### src/rtl/jk_excitation_driver.sv
// jk_excitation_driver: takes a desired word over valid/ready and drives the
// J/K excitation of a WIDTH-bit JK flop bank. It reads Q back, retries up to
// MAX_RETRY times on mismatch, and then pulses done or err.
// Optional build macro: JK_TOGGLE_EN selects toggle (J=K=1) encoding for
// changing bits instead of set/reset encoding.
module jk_excitation_driver #(
    parameter int WIDTH     = 8,
    parameter int MAX_RETRY = 3
) (
    input  logic             clk,
    input  logic             clr,
    input  logic [WIDTH-1:0] tgt_data,
    input  logic             tgt_valid,
    output logic             tgt_ready,
    output logic [WIDTH-1:0] j,
    output logic [WIDTH-1:0] k,
    input  logic [WIDTH-1:0] q_fb,
    output logic             busy,
    output logic             done,
    output logic             err
);

    localparam int RW = (MAX_RETRY > 0) ? $clog2(MAX_RETRY + 1) : 1;
    localparam logic [RW-1:0] RMAX = RW'(MAX_RETRY);

    typedef enum logic [1:0] {
        S_IDLE  = 2'd0,
        S_DRIVE = 2'd1,
        S_CHECK = 2'd2
    } state_t;

    state_t           state_q, state_d;
    logic [WIDTH-1:0] tgt_q, tgt_d;
    logic [RW-1:0]    retry_q, retry_d;
    logic             done_q, done_d;
    logic             err_q, err_d;
    logic [WIDTH-1:0] diff;

    // State, target, retry count and result pulses; clr drops any request in flight
    always_ff @(posedge clk) begin
        if (clr) begin
            state_q <= S_IDLE;
            tgt_q   <= '0;
            retry_q <= '0;
            done_q  <= 1'b0;
            err_q   <= 1'b0;
        end else begin
            state_q <= state_d;
            tgt_q   <= tgt_d;
            retry_q <= retry_d;
            done_q  <= done_d;
            err_q   <= err_d;
        end
    end

    // Next-state logic: IDLE accepts, DRIVE lasts one cycle, CHECK compares Q with the target
    always_comb begin
        state_d = state_q;
        tgt_d   = tgt_q;
        retry_d = retry_q;
        done_d  = 1'b0;
        err_d   = 1'b0;
        case (state_q)
            S_IDLE: begin
                if (tgt_valid) begin
                    tgt_d   = tgt_data;
                    retry_d = '0;
                    state_d = S_DRIVE;
                end
            end
            S_DRIVE: state_d = S_CHECK;
            S_CHECK: begin
                if (q_fb == tgt_q) begin
                    done_d  = 1'b1;
                    state_d = S_IDLE;
                end else if (retry_q < RMAX) begin
                    // The guard keeps the counter from ever wrapping
                    retry_d = retry_q + 1'b1;
                    state_d = S_DRIVE;
                end else begin
                    err_d   = 1'b1;
                    state_d = S_IDLE;
                end
            end
            default: state_d = S_IDLE;
        endcase
    end

    // Excitation: only bits that differ from the target are driven, and only during DRIVE
    always_comb begin
        diff = q_fb ^ tgt_q;
        j    = '0;
        k    = '0;
        if (state_q == S_DRIVE) begin
`ifdef JK_TOGGLE_EN
            j = diff;
            k = diff;
`else
            j = diff & tgt_q;
            k = diff & ~tgt_q;
`endif
        end
    end

    assign tgt_ready = (state_q == S_IDLE);
    assign busy      = (state_q == S_DRIVE) || (state_q == S_CHECK);
    assign done      = done_q;
    assign err       = err_q;

endmodule
### config.mk
export PLATFORM = sky130hd
export DESIGN_NAME = jk_excitation_driver
export DESIGN_NICKNAME = d
export VERILOG_FILES = /design/src/rtl/jk_excitation_driver.sv
export SDC_FILE = /design/constraint.sdc
export NUM_CORES = 1
export LEC_CHECK = 0
export BUFFER_PORTS_ARGS = -buffer_cell sky130_fd_sc_hd__buf_4
export CORE_MARGIN = 3
export CORE_UTILIZATION = 30
export CTS_BUF_LIST = sky130_fd_sc_hd__clkbuf_4 sky130_fd_sc_hd__clkbuf_8
export DETAILED_ROUTE_END_ITERATION = 8
export GPL_ROUTABILITY_DRIVEN = 0
export GPL_TIMING_DRIVEN = 1
export MAX_ROUTING_LAYER = met4
export PLACE_DENSITY = 0.62
export SETUP_SLACK_MARGIN = 0.4
export SYNTH_ARGS = -nofsm -noshare
export SYNTH_HDL_FRONTEND = slang
export SYNTH_SLANG_ARGS = --single-unit
### constraint.sdc
create_clock -name clk -period 1.5 [get_ports clk]
set_clock_uncertainty 0.1 [all_clocks]
set_input_delay 0.3 -clock clk [delete_from_list [all_inputs] [get_ports clk]]
set_output_delay 0.3 -clock clk [all_outputs]
set_load 0.05 [all_outputs]
==> impl_summary.txt, run 1 <==
----------------------------------------------------
[Status]
  Status ... finished with violations
  Violations in the final reports ... setup timing

[Clocking]
  Clock latency reported for the late side of the worst-skew pair ... approximately 0.27 ns
  H-tree level count ... 1
  Max clock buf depth ... 2
  TritonCTS Buffers ... 3
  Post-CTS clock slew at the launch and capture registers of the worst setup and hold paths ... roughly 0.08 ns
  Root Driver ... sky130_fd_sc_hd__clkbuf_4
  Total number of clock tree sinks ... 14
  Clock tree from TritonCTS ... yes

[Detailed routing]
  Via count of the routed design ... approximately 1,000
  Residual DRC count ... 0
  Per-cell routed wire length ... around 12 um
  Overall routed net length ... ~2.8 mm
  Via density ... approximately 4.5
  Antenna Violating Nets Remaining ... 0
  Count of routing violations after the opening detailed-route iteration ... 4
  Initial DRT Pass Iterations ... 2

[Placed design]
  Worst setup slack before clock tree synthesis ... -0.0776 ns
  Detail Placement HPWL ... 1.86 mm
  Placed instance count ... between 200 and 250
  Port Buf Inserts ... 38

[Timing]
  Post-route worst setup slack ... -0.187 ns
  RSZ-0062 raised after global routing ... true
  # setup viols final ... 20
  Hold_ws ... between 0.15 and 0.2 ns
  Max-slew violation count ... 0
  Count of endpoints failing hold in the final timing report ... 0
  Worst max-slew margin expressed relative to the limit ... 84.3%
  Maximum operating frequency ... a little under 600 MHz
  Least-Margin Pin Slew ... approximately 0.23 ns
  Share of the cycle needed by the critical path after routing ... 112%
  Min Tclk post-route ... between 1.5 and 2 ns

[Yosys]
  Post-Synthesis Net Count ... approximately 160
  Netlist area before placement ... between 0.001 and 0.0015 mm2
  Number of unique standard cell types used by synthesis ... 18
  Flip-flop and latch count after synthesis ... 14
  Largest cells by area after synthesis ... sky130_fd_sc_hd__dfxtp_1, sky130_fd_sc_hd__ha_1, sky130_fd_sc_hd__and2_1, sky130_fd_sc_hd__inv_1, sky130_fd_sc_hd__nand2_1
  Share of Yosys cell area claimed by the top area cell type ... roughly 28%
  Register area share after synthesis ... around 28%
  Synthesized instance count ... approximately 120
  Total of warnings raised by yosys ... 0
  Library cell with the largest summed area after synthesis ... sky130_fd_sc_hd__dfxtp_1
  Mean cell area of the mapped netlist ... 8.26 um2

[Worst setup path]
  Cell family with most CP delay ... buffers and inverters
  Critical path depth in cells ... 5
  Type of the worst setup path ... flip-flop to primary output
  Worst reg2reg path startpoint ... state_q[1]
  Critical-path top delay cell ... sky130_fd_sc_hd__dfxtp_2
  Termination of the worst setup path ... k[3]
  Worst EP required ... 1.10 ns
  Critical path buffer and inverter count ... 3
  Setup crit start kind ... flip-flop
  Crit-path cells ... inv_2 -> ha_4 -> buf_6 -> and2_4 -> buf_8
  Arrival time at the worst endpoint ... 1.29 ns
  Number of cells on the worst reg-to-reg path ... 7
  Kind of end point of the critical path ... primary output
  Worst-path maximum fanout ... 8
  R2r endpoint ... retry_q[1]
  FF-to-FF setup slack ... -0.07 ns
  Slowest Stage Delay on Critical Path ... between 0.3 and 0.4 ns
  Startpoint of the most critical setup path ... state_q[1]

[Power]
  Sw Pwr ... 0.442 mW
  Power after layout ... 1.24 mW
  Clock group share of total power ... around 16%
  Comb pwr share ... between 40% and 50%
  Leakage power total ... roughly 0.88 nW
  Internal power of the cells ... around 0.8 mW
  Sequential Power Share ... 34.2%
  Ratio of total power to cell area ... 652 mW/mm2
  Worst-case vdd ir drop ... just over 500 uV
  Switching power share of the total ... 35.7%

[Final layout]
  Antenna cells ... 0
  Growth of design area from synthesis to finish ... 88.6%
  Most frequent cells in the layout ... sky130_fd_sc_hd__buf_4, sky130_fd_sc_hd__and2_4, sky130_fd_sc_hd__buf_8
  Final Util ... 60.7%
  Most common cell after layout, fill and taps aside ... sky130_fd_sc_hd__buf_4
  Proportion of layout cells with a drive suffix above 1 ... 68.5%
  Net total in the final layout ... 220
  Count of non-filler cells in the finished layout ... around 220

[Global routing]
  Largest net degree at the start of global routing ... 13
  Final global-route overflow total ... 0
  Global Route Usage Sum ... between 10 and 15%
  Global-route wire length before repair ... roughly 4.3 mm
  Antenna violations before repair ... 0
  Number of global-route vias before repair ... 1,016

[Floorplanning]
  Core ar. ... approximately 0.0031 mm2
  Number of placement rows ... 20
  Number of I/O pins ... 39
  Full die area ... 0.00409 mm2
  Starting density of the core ... 32.2%
  Die boundary height ... between 60 and 70 um
  Die Width ... 63.9 um

[Run]
  Maxcap violations ... 0

[Hold path]
  HP Class ... primary input to flip-flop

----------------------------------------------------
[logic make-up after synthesis]
| group | share of synthesized area [%] |
|---|---|
| mux | 2.98 |
| compound gates | 10.1 |
| fa+ha+maj | 26.1 |
| flops | 27.8 |
| simple gates | 24.1 |
| buf+inv | 8.94 |
[through the flow]
step                      TNS [ns]  cell area [um2]
final                        -3.17             1900
after global routing         -4.50             1900
after CTS                    -2.73             1770
after detailed placement    -0.753             1460
after global placement      -0.255             1460
after floorplan                  0             1110
[timing repair]
| action | CTS | global route |
|---|---|---|
| setup endpoints to repair | 34 | 34 |
| pin swaps | 13 | 4 |
| gates resized for setup | 55 | 26 |
| setup buffers | 9 | 4 |
| hold buffers | 0 | 0 |
| cloned | 0 | 0 |
[flip-flops by register name (all words and copies together) (netlist names)]
signal	count
state_q	2
err	1
tgt_q	8
retry_q	2
done	1
[worst min-delay path, delay by kind of cell]
family	cells	cell delay, ns
and+or+nand+nor	1	0.04
AOI/OAI and AO/OA	1	0.04
buffers and inverters	1	0.12
[per-layer routing]
layer	part of all wire [%]	vias up	routed length [um]	global-route usage, %
met1	41	469	1120	14.2
li1	-	496	-	-
met4	2.2	0	60	5.93
met2	53	30	1460	25.4
met3	4.1	8	114	2.64
met5	0	-	0	-
[power by group through the flow]
stage                     sequential, mW  combinational [mW]  clock, mW
after floorplan                    0.423               0.311          0
after global placement             0.427               0.408          0
after detailed placement           0.428               0.419          0
after CTS                          0.424               0.538      0.214
after global routing               0.428               0.657      0.237
final                              0.423               0.613      0.203
[worst min-delay path by stage]
stage | startpoint | end | slack (ns) | cells after the start
floorplan | tgt_data[1] | tgt_q[1] | 0.33 | 2
global placement | tgt_q[1] | tgt_q[1] | 0.36 | 2
detailed placement | tgt_q[1] | tgt_q[1] | 0.36 | 2
CTS | tgt_data[1] | tgt_q[1] | 0.15 | 3
global route | tgt_data[3] | tgt_q[3] | 0.14 | 3
finish | tgt_data[3] | tgt_q[3] | 0.16 | 3
[cell usage after synthesis]
| cell type | count |
|---|---|
| sky130_fd_sc_hd__nand2b_1 | 2 |
| sky130_fd_sc_hd__mux2i_1 | 3 |
| sky130_fd_sc_hd__buf_4 | 1 |
| sky130_fd_sc_hd__or2_1 | 1 |
| sky130_fd_sc_hd__and2_1 | 17 |
| sky130_fd_sc_hd__and3_1 | 1 |
| sky130_fd_sc_hd__dfxtp_1 | 14 |
| sky130_fd_sc_hd__inv_1 | 20 |
| sky130_fd_sc_hd__o211ai_1 | 4 |
| sky130_fd_sc_hd__a21oi_1 | 9 |
| sky130_fd_sc_hd__nor2b_1 | 2 |
| sky130_fd_sc_hd__clkbuf_1 | 2 |
| sky130_fd_sc_hd__nor2_1 | 2 |
| sky130_fd_sc_hd__o221ai_4 | 1 |
| sky130_fd_sc_hd__nand2_1 | 19 |
| sky130_fd_sc_hd__nand4_1 | 2 |
| sky130_fd_sc_hd__ha_1 | 21 |
| sky130_fd_sc_hd__and2b_1 | 1 |
[area by class of cell]
class,instances,area (um2)
well taps,44,55.1
fillers,272,1230
inverters,20,77.6
flip-flops and latches,14,299
clock buffers,3,22.5
multi-input cells,85,858
repair buffers,56,587
No activity file was read; power rests on OpenSTA's default activity.
==> run 2, diff against run 1 <==
Settings changed: CAP_MARGIN set to 30, RECOVER_POWER set to 100.
==> run 2 against run 1 <==
The run still ends with setup timing left. Largest power group unchanged. Clock-buffer cell count did not move. Total power barely moved. Critical endpoint is now busy. Global-route usage did not move.
==> impl_summary.txt, run 2 (synthesis gave the netlist of run 1 again) <==
----------------------------------------------------
[Worst setup path]
  Startpoint of the most critical setup path ... state_q[1]
  Cell family with most CP delay ... buffers and inverters
  Type of the worst setup path ... flip-flop to primary output
  Arrival time at the worst endpoint ... 1.29 ns (about the same)
  Worst reg2reg path startpoint ... state_q[1]
  Setup crit start kind ... flip-flop
  Worst-path maximum fanout ... 2 (-6)
  Critical path buffer and inverter count ... 4 (+1)
  Kind of end point of the critical path ... primary output
  Slowest Stage Delay on Critical Path ... 0.35 ns (+0.02 ns)
  Crit-path cells ... inv_2 -> buf_4 -> buf_6 -> ha_4 -> buf_8
  Critical-path top delay cell ... sky130_fd_sc_hd__dfxtp_2
  Worst EP required ... 1.10 ns (about the same)

[Final layout]
  Most frequent cells in the layout ... sky130_fd_sc_hd__buf_4, sky130_fd_sc_hd__and2_4, sky130_fd_sc_hd__buf_8
  Number of fill cells ... 274 (+0.74%)
  Count of non-filler cells in the finished layout ... 222 (unchanged)
  Proportion of layout cells with a drive suffix above 1 ... 68.5% (unchanged)
  Growth of design area from synthesis to finish ... 86.6%
  Largest registers ... tgt_q x8, retry_q x2, state_q x2
  Most common cell after layout, fill and taps aside ... sky130_fd_sc_hd__buf_4
  Antenna cells ... 0 (unchanged)
  Non-Filler Cell Area, Final ... 0.00188 mm2 (-1.1%)
  Flip-flop count of the largest register, all copies and words added ... 8 (unchanged)
  Register name with the most flops ... tgt_q
  Net total in the final layout ... 220 (unchanged)
  Final Util ... 60.1% (-0.64 points)

[Power]
  Worst-case vdd ir drop ... 510 uV (about the same)
  Power after layout ... 1.24 mW (about the same)
  Leakage power total ... 0.871 nW (-0.58%)
  Ratio of total power to cell area ... 659 mW/mm2 (+1.1%)

[Floorplanning]
  Number of I/O pins ... 39 (unchanged)
  Core ar. ... 0.00313 mm2 (unchanged)
  Starting density of the core ... 32.2% (unchanged)
  Die Width ... 63.9 um (unchanged)
  Die boundary height ... 63.9 um (unchanged)
  Full die area ... 0.00409 mm2 (unchanged)
  Number of placement rows ... 20 (unchanged)

[Hold path]
  HP Class ... primary input to flip-flop
  Launch instance of the worst min-delay path ... tgt_data[3]

[Detailed routing]
  Initial DRT Pass Iterations ... 2 (unchanged)
  Antenna Violating Nets Remaining ... 0 (unchanged)
  Residual DRC count ... 0 (unchanged)
  Via count of the routed design ... 1,003 (unchanged)
  Overall routed net length ... 2.77 mm (+0.22%)
  Per-cell routed wire length ... 12.5 um (+0.22%)
  Count of routing violations after the opening detailed-route iteration ... 4 (unchanged)
  Via density ... 4.52 (unchanged)

[Clocking]
  Total number of clock tree sinks ... 14 (unchanged)
  H-tree level count ... 1 (unchanged)
  Max clock buf depth ... 2 (unchanged)
  Root Driver ... sky130_fd_sc_hd__clkbuf_4
  Post-CTS clock slew at the launch and capture registers of the worst setup and hold paths ... 0.08 ns (about the same)
  TritonCTS Buffers ... 3 (unchanged)
  Clock latency reported for the late side of the worst-skew pair ... 0.27 ns (about the same)
  Hold buffer count at cts ... 0 (unchanged)
  Clock tree from TritonCTS ... yes

[Status]
  Status ... finished with violations
  Violations in the final reports ... setup timing

[Placed design]
  Placed instance count ... 206 (unchanged)
  Detail Placement HPWL ... 1.86 mm (unchanged)
  Worst setup slack before clock tree synthesis ... -0.0776 ns (unchanged)
  Port Buf Inserts ... 38 (unchanged)
  Standard cell area after detailed placement ... 0.00146 mm2 (unchanged)

[Timing]
  Count of endpoints failing hold in the final timing report ... 0 (unchanged)
  Least-Margin Pin Slew ... 0.278 ns (+0.0431 ns)
  Maximum operating frequency ... 593 MHz (about the same)
  Max-slew violation count ... 0 (unchanged)
  RSZ-0062 raised after global routing ... true
  Share of the cycle needed by the critical path after routing ... 112% (about the same)
  Min Tclk post-route ... 1.69 ns (-0.000306 ns)
  # setup viols final ... 20 (unchanged)
  Worst max-slew margin expressed relative to the limit ... 81.5% (-2.8 points)
  Post-route worst setup slack ... -0.187 ns (+0.000306 ns)

[Global routing]
  Largest net degree at the start of global routing ... 13 (unchanged)
  Final global-route overflow total ... 0 (unchanged)
  Global Route Usage Sum ... 13.8% (unchanged)
  Global-route wire length before repair ... 4.33 mm (unchanged)
  Number of global-route vias before repair ... 1,016 (unchanged)
  Antenna violations before repair ... 0 (unchanged)

[Run]
  Maxcap violations ... 0 (unchanged)

----------------------------------------------------
-- run 2: through the flow --
stage | hold slack [ns] | TNS, ns
after global placement | 0.356 | -0.255
after global routing | 0.139 | -4.50
after CTS | 0.153 | -2.73
after detailed placement | 0.361 | -0.753
after floorplan | 0.328 | 0
final | 0.157 | -3.17
-- run 2: per-layer routing --
layer  GRT usage [%]  wire length [um]
met1            14.2              1130
met2            25.4              1460
met3            2.64               114
met4            5.93                60
met5               -                 0
-- run 2: path summary, 6_finish.rpt --
| path | to | slack (ns) | cells past startpoint |
|---|---|---|---|
| worst max-delay path | busy | -0.19 | 5 |
| worst min-delay path | tgt_q[3] | 0.16 | 3 |
| worst max register to register | retry_q[1] | -0.07 | 7 |
| worst min register to register | tgt_q[7] | 0.39 | 2 |
-- run 2: tightest hold or removal path: cells and delay by family --
kind | cells | cell delay [ns]
buffers and inverters | 1 | 0.12
and+or+nand+nor | 1 | 0.04
AOI/OAI and AO/OA | 1 | 0.04
-- run 2: power breakdown --
group          switching (mW)  internal (mW)
Combinational           0.306          0.306
Clock                   0.110         0.0929
Sequential             0.0255          0.398
Total                   0.442          0.797
-- run 2: layout make-up --
class / count / area (um2) / area share [%]
Multi-Input combinational cell: 85 / 858 / 45.7
Timing Repair Buffer: 56 / 567 / 30.2
Sequential cell: 14 / 299 / 15.9
Inverter: 20 / 77.6 / 4.13
Tap cell: 44 / 55.1 / 2.93
Clock buffer: 3 / 22.5 / 1.20
-- run 2: repair_timing --
item	CTS	global route
setup endpoints to repair	34	34
pin swaps	13	4
resized for setup	55	26
buffers inserted	9	4
